**src/rtl/sar_pkg.sv**
```systemverilog
// Shared state encoding and arithmetic helpers for the linear-map SAR search controller.
package sar_pkg;

  localparam logic [1:0] ST_IDLE   = 2'd0;
  localparam logic [1:0] ST_SEARCH = 2'd1;
  localparam logic [1:0] ST_ROUND  = 2'd2;

  typedef enum logic [1:0] {
    IDLE   = ST_IDLE,
    SEARCH = ST_SEARCH,
    ROUND  = ST_ROUND
  } state_t;

  function automatic int unsigned lin_y(input int unsigned x, input int unsigned y0,
                                        input int unsigned slope);
    return y0 - slope * x;
  endfunction

  function automatic int unsigned clamp_tgt(input int unsigned t, input int unsigned lo,
                                            input int unsigned hi);
    if (t < lo) return lo;
    if (t > hi) return hi;
    return t;
  endfunction

endpackage

```
**src/rtl/sar_lin_eval.sv**
```systemverilog
// Combinational evaluation of y = Y0 - SLOPE*x in YW bits.
module sar_lin_eval
  import sar_pkg::*;
#(
  parameter int XW    = 4,
  parameter int YW    = 10,
  parameter int Y0    = 1000,
  parameter int SLOPE = 30
) (
  input  logic [XW-1:0] x,
  output logic [YW-1:0] y
);

  assign y = YW'(lin_y(32'(x), Y0, SLOPE));

endmodule

```
**src/rtl/sar_linear_search.sv**
```systemverilog
// SAR search controller for y = Y0 - SLOPE*x with rounding, abort, busy and err outputs.
// Optional SAR_EARLY_EXIT_EN: finish as soon as a trial hits the target exactly.
module sar_linear_search
  import sar_pkg::*;
#(
  parameter int XW    = 4,
  parameter int YW    = 10,
  parameter int Y0    = 1000,
  parameter int SLOPE = 30
) (
  input  logic          clk,
  input  logic          rst_n,
  input  logic          start,
  input  logic          abort,
  input  logic [YW-1:0] target,
  output logic          busy,
  output logic          done,
  output logic [XW-1:0] x,
  output logic [YW-1:0] y,
  output logic [YW-1:0] err
);

  localparam int XMAX = 2**XW - 1;
  localparam int YMIN = Y0 - SLOPE * XMAX;
  localparam int IW   = (XW > 1) ? $clog2(XW) : 1;
  localparam logic [XW-1:0] X_ALL = XW'(XMAX);

  if (Y0 >= 2**YW || Y0 < SLOPE * XMAX) begin : g_bad_params
    $error("sar_linear_search: map does not fit YW bits or underflows");
  end

  state_t        state_reg, state_next;
  logic [XW-1:0] trial_reg, trial_next;
  logic [IW-1:0] idx_reg, idx_next;
  logic [YW-1:0] tgt_reg, tgt_next;
  logic [XW-1:0] x_reg, x_next;
  logic [YW-1:0] y_reg, y_next;
  logic [YW-1:0] err_reg, err_next;
  logic          done_reg, done_next;
  logic          busy_reg, busy_next;

  logic [YW-1:0] y_trial, y_up, d_lo, d_hi;
  logic [XW-1:0] x_up, bit_mask, kept;
  logic          take_up;

  // In ROUND trial_reg holds xg, so this instance also provides y(xg).
  sar_lin_eval #(.XW(XW), .YW(YW), .Y0(Y0), .SLOPE(SLOPE)) u_eval_trial (
    .x (trial_reg),
    .y (y_trial)
  );

  assign x_up = trial_reg + XW'(1);

  sar_lin_eval #(.XW(XW), .YW(YW), .Y0(Y0), .SLOPE(SLOPE)) u_eval_up (
    .x (x_up),
    .y (y_up)
  );

  assign bit_mask = XW'(1) << idx_reg;
  assign kept     = (y_trial >= tgt_reg) ? trial_reg : (trial_reg & ~bit_mask);
  assign d_lo     = y_trial - tgt_reg;
  assign d_hi     = tgt_reg - y_up;
  // Strict compare sends ties to the smaller code.
  assign take_up  = (trial_reg != X_ALL) && (d_lo > d_hi);

  always_comb begin
    state_next = state_reg;
    trial_next = trial_reg;
    idx_next   = idx_reg;
    tgt_next   = tgt_reg;
    x_next     = x_reg;
    y_next     = y_reg;
    err_next   = err_reg;
    done_next  = 1'b0;
    case (state_reg)
      IDLE: begin
        if (start && !abort) begin
          tgt_next   = YW'(clamp_tgt(32'(target), YMIN, Y0));
          trial_next = XW'(1) << (XW - 1);
          idx_next   = IW'(XW - 1);
          state_next = SEARCH;
        end
      end
      SEARCH: begin
        if (abort) begin
          state_next = IDLE;
        end
`ifdef SAR_EARLY_EXIT_EN
        else if (y_trial == tgt_reg) begin
          x_next     = trial_reg;
          y_next     = tgt_reg;
          err_next   = '0;
          done_next  = 1'b1;
          state_next = IDLE;
        end
`endif
        else if (idx_reg == '0) begin
          trial_next = kept;
          state_next = ROUND;
        end else begin
          trial_next = kept | (bit_mask >> 1);
          idx_next   = idx_reg - IW'(1);
        end
      end
      ROUND: begin
        state_next = IDLE;
        if (!abort) begin
          x_next    = take_up ? x_up : trial_reg;
          y_next    = take_up ? y_up : y_trial;
          err_next  = take_up ? d_hi : d_lo;
          done_next = 1'b1;
        end
      end
      default: state_next = IDLE;
    endcase
    // Low in the first search cycle and again on the edge that finishes or aborts.
    busy_next = (state_reg != IDLE) && (state_next != IDLE);
  end

  always_ff @(posedge clk or negedge rst_n) begin
    if (!rst_n) begin
      state_reg <= IDLE;
      trial_reg <= '0;
      idx_reg   <= '0;
      tgt_reg   <= '0;
      x_reg     <= '0;
      y_reg     <= '0;
      err_reg   <= '0;
      done_reg  <= 1'b0;
      busy_reg  <= 1'b0;
    end else begin
      state_reg <= state_next;
      trial_reg <= trial_next;
      idx_reg   <= idx_next;
      tgt_reg   <= tgt_next;
      x_reg     <= x_next;
      y_reg     <= y_next;
      err_reg   <= err_next;
      done_reg  <= done_next;
      busy_reg  <= busy_next;
    end
  end

  assign busy = busy_reg;
  assign done = done_reg;
  assign x    = x_reg;
  assign y    = y_reg;
  assign err  = err_reg;

endmodule

```
**config.mk**
```make
export PLATFORM = sky130hd
export DESIGN_NAME = sar_linear_search
export DESIGN_NICKNAME = d
export VERILOG_FILES = /design/src/rtl/sar_pkg.sv /design/src/rtl/sar_lin_eval.sv /design/src/rtl/sar_linear_search.sv
export SDC_FILE = /design/constraint.sdc
export NUM_CORES = 1
export LEC_CHECK = 0
export CORE_ASPECT_RATIO = 0.6
export CORE_MARGIN = 4
export CORE_UTILIZATION = 40
export CTS_BUF_LIST = sky130_fd_sc_hd__clkbuf_8
export DETAILED_ROUTE_END_ITERATION = 7
export PLACE_DENSITY = 0.69
export RECOVER_POWER = 50
export SLEW_MARGIN = 5
export SYNTH_ARGS = -nofsm -noshare
export SYNTH_HDL_FRONTEND = slang
export SYNTH_SLANG_ARGS = --single-unit
```
**constraint.sdc**
```tcl
create_clock -name clk -period 7.8 [get_ports clk]
set_clock_uncertainty 0.15 [all_clocks]
set_input_delay 1.56 -clock clk [delete_from_list [all_inputs] [get_ports clk]]
set_output_delay 1.56 -clock clk [all_outputs]
set_load 0.05 [all_outputs]
```
==> results of run 1 <==
area by class of cell:
class	instances	area (um2)
Clock inverter	3	40.0
Timing Repair Buffer	40	389
Inverter	48	180
Sequential cell	42	1050
Clock buffer	5	68.8
Tap cell	130	163
Multi-Input combinational cell	351	2630
Fill cell	899	4840
worst paths after layout:
| path | end |
|---|---|
| max reg2reg | err[5] |
| min reg2reg | err[2] |
| max in group asynchronous | trial_reg[0] |
| min in group asynchronous | x[3] |
| max | err[5] |
| min | err[2] |
stage by stage:
| stage | instance area [um2] | instances |
|---|---|---|
| floorplan | 3930 | 454 |
| global placement | 4410 | 611 |
| detailed placement | 4410 | 611 |
| CTS | 4520 | 619 |
| global route | 4520 | 619 |
| finish | 4520 | 619 |
synth_stat cells (all sizes together), types with 8 or more instances:
master and instances:
a21o 8, a21oi 35, dfrtp 42, fa 10, ha 57, inv 47
nand2 39, nand3 11, nor2 36, o21ai 29, xnor2 30, xor2 10
layer usage:
layer,vias up,GRT usage,wire length (um)
met5,-,0,0
met4,0,0.0311,127
met3,16,0.0485,903
met2,137,0.240,3660
met1,1550,0.304,5600
li1,1624,-,-
timing repair:
item,in CTS,in global routing
resized for setup,0,1
buffers inserted,0,0
endpoints found under the setup margin,0,12
critical path, delay by kind of cell (launching register included):
kind            cells  cell delay [ns]
compound gates      6             1.40
flops               1             0.54
fa+ha+maj           6             2.65
simple gates        7             1.17
xor+xnor            2             0.34
buf+inv             4             0.83
kinds of logic after synthesis:
family,Yosys count
mux,1
simple gates,125
other cells,1
compound gates,116
flops,42
fa+ha+maj,68
xor+xnor,40
buf+inv,61
==> impl_metrics.env, run 1 <==
export IMPL_status="complete, but fails checks"
export IMPL_violations="max-capacitance violations, max-slew violations"
export IMPL_drt_total_wl_mm=10.3
export IMPL_cp_arrival_ns=7.22
export IMPL_finalCritPeriodShare=0.921
export IMPL_fin_util=0.483
export IMPL_reg2reg_from="trial_reg[0]"
export IMPL_diodes=0
export IMPL_synth_edff_count=0
export IMPL_via_per_inst=5.37
export IMPL_dr_pass1_iters=5
export IMPL_tns_ns=0
export IMPL_synth_compound_area_frac=0.189
export IMPL_postRouteAntennaNets=0
export IMPL_start_util=0.420
export IMPL_syn_area_um2=3930
export IMPL_reg2regPathDepth=25
export IMPL_rsz0062_at_grt="no"
export IMPL_synth_seq_cells=42
export IMPL_hold_buffers=0
export IMPL_fp_row_count=27
export IMPL_cts_clk_slew_worst_paths_ns=0.09
export IMPL_area_delta_synth_final_pct=15.1
export IMPL_drtIter0Drc=311
export IMPL_synthTopCellsByArea="dfrtp_1 27%, ha_1 18%, xnor2_1 6.5%, fa_1 5.1%, inv_1 4.5%"
export IMPL_pre_cts_slack_ns=0.482
export IMPL_worst_path_max_fanout=23
export IMPL_synthMuxAreaShare=0.00255
export IMPL_hold_path_depth=2
export IMPL_final_common_cell="ha_1"
export IMPL_yosys_area_top_type="dfrtp_1"
export IMPL_critPathMaxStageDelay_ns=0.56
export IMPL_grt_pass1_wl_mm=16.8
export IMPL_rrSetupSlack_ns=0.62
export IMPL_setup_slack_ns=0.616
export IMPL_hpwl_mm=8.53
export IMPL_overflow=0
export IMPL_die_w_um=136
export IMPL_core_area_um2=9360
export IMPL_dieArea_um2=11500
export IMPL_grt_start_max_net_pins=43
export IMPL_yosys_area_share_xor_xnor=0.0911
export IMPL_hold_viol_final=0
export IMPL_cts_htree_levels=2
export IMPL_drv_cap=1
export IMPL_worstSetupEndpointType="register"
export IMPL_insertion_delay_ns=0.31
export IMPL_synth_top_area_share=0.267
export IMPL_cts_buffers=5
export IMPL_grt_total_usage=0.186
export IMPL_synthArstFlopShare=1.00
export IMPL_worstMarginPinSlew_ns=2.31
export IMPL_layout_common_cells="57 x ha_1, 47 x inv_1, 41 x dfrtp_1"
export IMPL_syn_avg_cell_area_um2=8.66
export IMPL_setup_viol=0
export IMPL_antenna_found_initial=0
export IMPL_wl_per_cell_um=16.6
export IMPL_drive_gt1_frac=0.0470
export IMPL_holdWs_ns=0.333
export IMPL_path_class="reg -> reg"
export IMPL_boundaryPins=40
export IMPL_cpMaxStageDelayCell="fa_1"
export IMPL_yosys_area_share_simple=0.150
export IMPL_drcViolationCount=0
export IMPL_netlist_instances=454
export IMPL_nets=569
export IMPL_cts_tree="yes"
export IMPL_start_kind="register"
export IMPL_slew_headroom=-0.537
export IMPL_netlist_cell_type_count=59
export IMPL_clock_fmax_ghz=0.139
export IMPL_cp_startpoint="trial_reg[0]"
export IMPL_crit_required_ns=7.84
export IMPL_vias=3327
export IMPL_grt_pass1_vias=3146
export IMPL_clock_sinks=42
export IMPL_ys_seq_area_frac=0.267
export IMPL_slew_violations=43
export IMPL_cts_buffer_depth=2
export IMPL_min_path_type="reg -> reg"
export IMPL_min_period_ns=7.18
export IMPL_synthAdderAreaFrac=0.235
export IMPL_die_height_um=84.8
export IMPL_hp_start="err[2]"
export IMPL_dominantRegCellSynth="dfrtp_1"
export IMPL_cts_root_buffer="clkbuf_8"
export IMPL_io_buffers=38
export IMPL_synth_top_family_by_area="adder cells"
export IMPL_place_gp_congestion=0.953
export IMPL_yosys_warnings=0
export IMPL_synth_fp_nets=535
Power of run 1 is not shown: default switching activity piles up to over one toggle a cycle in this logic, so the estimate is an artifact.
==> run 2: changes to the inputs <==
CORE_ASPECT_RATIO = 1.25   (was 0.6)
==> run 2 against run 1 <==
Effect of this change: setup slack better by 0.084 ns; via count down 1.6%; register-to-register slack better by 0.08 ns; critical endpoint is now err[9]; largest cell class unchanged; highest routed layer unchanged; final area decreased by 0.19%; sequential share of layout area about the same; wire length down 6.0%; the run still ends with max-capacitance violations, max-slew violations left.
==> impl_metrics.env, run 2 (synthesized netlist as in run 1, its figures left out) <==
export IMPL_status="complete, but fails checks"
export IMPL_violations="max-capacitance violations, max-slew violations"
export IMPL_setup_slack_ns=0.700
export IMPL_wl_met3_um=346
export IMPL_cp_top_family="adder cells"
export IMPL_nets=569
export IMPL_hold_viol_final=0
export IMPL_cts_resized_gates=0
export IMPL_drtIter0Drc=132
export IMPL_worstMarginPinSlew_ns=2.21
export IMPL_cts_buffer_depth=2
export IMPL_met1_length_mm=4.09
export IMPL_routed_top_layer="met4"
export IMPL_drt_total_wl_mm=9.68
export IMPL_cts_buffers=5
export IMPL_overflow=0
export IMPL_cts_htree_levels=2
export IMPL_start_kind="register"
export IMPL_wl_met2_mm=4.73
export IMPL_cts_root_buffer="clkbuf_8"
export IMPL_place_gp_congestion=0.949
export IMPL_min_period_ns=7.10
export IMPL_rsz0062_at_grt="no"
export IMPL_vias=3275
export IMPL_worst_path_max_fanout=27
export IMPL_postRouteAntennaNets=0
export IMPL_area_delta_synth_final_pct=14.8
export IMPL_insertion_delay_ns=0.31
export IMPL_hold_buffers=0
export IMPL_crit_required_ns=7.83
export IMPL_cts_tree="yes"
export IMPL_cp_common_cell="ha_1"
export IMPL_via_per_inst=5.33
export IMPL_grt_start_max_net_pins=43
export IMPL_reg2regPathDepth=26
export IMPL_grt_pass1_vias=3267
export IMPL_io_buffers=38
export IMPL_wl_per_cell_um=15.7
export IMPL_die_w_um=96.7
export IMPL_cpMaxStageDelayCell="dfrtp_1"
export IMPL_hpwl_mm=8.10
export IMPL_antenna_found_initial=0
export IMPL_dieArea_um2=11500
export IMPL_pre_cts_slack_ns=0.604
export IMPL_dr_pass1_iters=4
export IMPL_drive_gt1_frac=0.0450
export IMPL_path_depth=26
export IMPL_clock_sinks=42
export IMPL_die_height_um=119
export IMPL_boundaryPins=40
export IMPL_start_util=0.409
export IMPL_layout_common_cells="57 x ha_1, 47 x inv_1, 41 x dfrtp_1"
export IMPL_finalCritPeriodShare=0.910
export IMPL_grt_pass1_wl_mm=16.0
export IMPL_setup_viol=0
export IMPL_clock_fmax_ghz=0.141
export IMPL_min_path_type="reg -> reg"
export IMPL_slew_violations=43
export IMPL_critPathMaxStageDelay_ns=0.56
export IMPL_postCtsSetupBuffers=0
export IMPL_core_area_um2=9610
export IMPL_final_common_cell="ha_1"
export IMPL_drv_cap=1
export IMPL_tns_ns=0
export IMPL_drcViolationCount=0
export IMPL_diodes=0
export IMPL_grt_total_usage=0.173
export IMPL_hold_path_depth=2
export IMPL_worstSetupEndpointType="register"
export IMPL_cp_buffers_inverters=4
export IMPL_fp_row_count=40
export IMPL_path_class="reg -> reg"
export IMPL_cts_clk_slew_worst_paths_ns=0.09
export IMPL_cp_arrival_ns=7.13
export IMPL_slew_headroom=-0.474
-- run 2: cell count changes in the layout (fill, tap and decap cells not counted) --
| cell | change |
|---|---|
| buf_4 | -1 |
| clkdlybuf4s50_1 | -3 |
| dlygate4sd3_1 | +3 |
| clkbuf_1 | +1 |
-- run 2: layout make-up --
cell class	instances	area, um2
fillers	951	5100
multi-input cells	351	2630
flip-flops and latches	42	1050
repair buffers	40	385
inverters	48	180
well taps	126	158
clock buffers	5	68.8
clock inverters	3	40.0
-- run 2: final timing paths --
path | start | to | slack [ns]
max in group asynchronous | rst_n | trial_reg[0] | 4.33
min in group asynchronous | rst_n | tgt_reg[6] | 1.75
worst max-delay path | trial_reg[1] | err[9] | 0.70
worst max register to register | trial_reg[1] | err[9] | 0.70
worst min register to register | y[9] | y[9] | 0.33
worst min-delay path | y[9] | y[9] | 0.33
-- run 2: worst reg2reg max path: stages, from the launching register on --
cell and delay (ns):
dfrtp_1 0.56, inv_1 0.18, ha_1 0.46, inv_1 0.21, fa_1 0.56, fa_1 0.52, inv_1 0.07, ha_1 0.28
a21o_1 0.18, a21oi_4 0.28, xnor2_2 0.19, xor2_1 0.36, ha_1 0.35, a21o_1 0.22, o2111ai_1 0.19, and3_1 0.25
xnor2_1 0.15, ha_1 0.26, nand4_1 0.13, nor3_1 0.07, nor2_1 0.09, o211ai_1 0.21, nand2_1 0.25, buf_4 0.33
nor2_1 0.10, a32oi_1 0.27, o211ai_1 0.11
-- run 2: routing by layer --
layer | track usage | vias to the layer above
li1 | - | 1625
met1 | 0.201 | 1537
met2 | 0.301 | 80
met3 | 0.0246 | 33
met4 | 0.102 | 0
met5 | 0 | -
-- run 2: stage by stage --
step	util	hold WS (ns)	instances	area, um2
after floorplan	-	0.306	454	3930
after global placement	0.459	0.310	607	4410
after detailed placement	0.459	0.320	607	4410
after CTS	0.470	0.339	615	4520
after global routing	0.470	0.349	615	4510
final	0.470	0.328	615	4510
Power of run 2 is left out for the same reason.
==> run 3: changes to the inputs <==
SLEW_MARGIN = not set   (was 5)
TNS_END_PERCENT = 20   (was not set)
==> results of run 3 <==
The final DEF is identical to that of run 2; final timing and power are the same.
Power of run 3 is left out for the same reason.
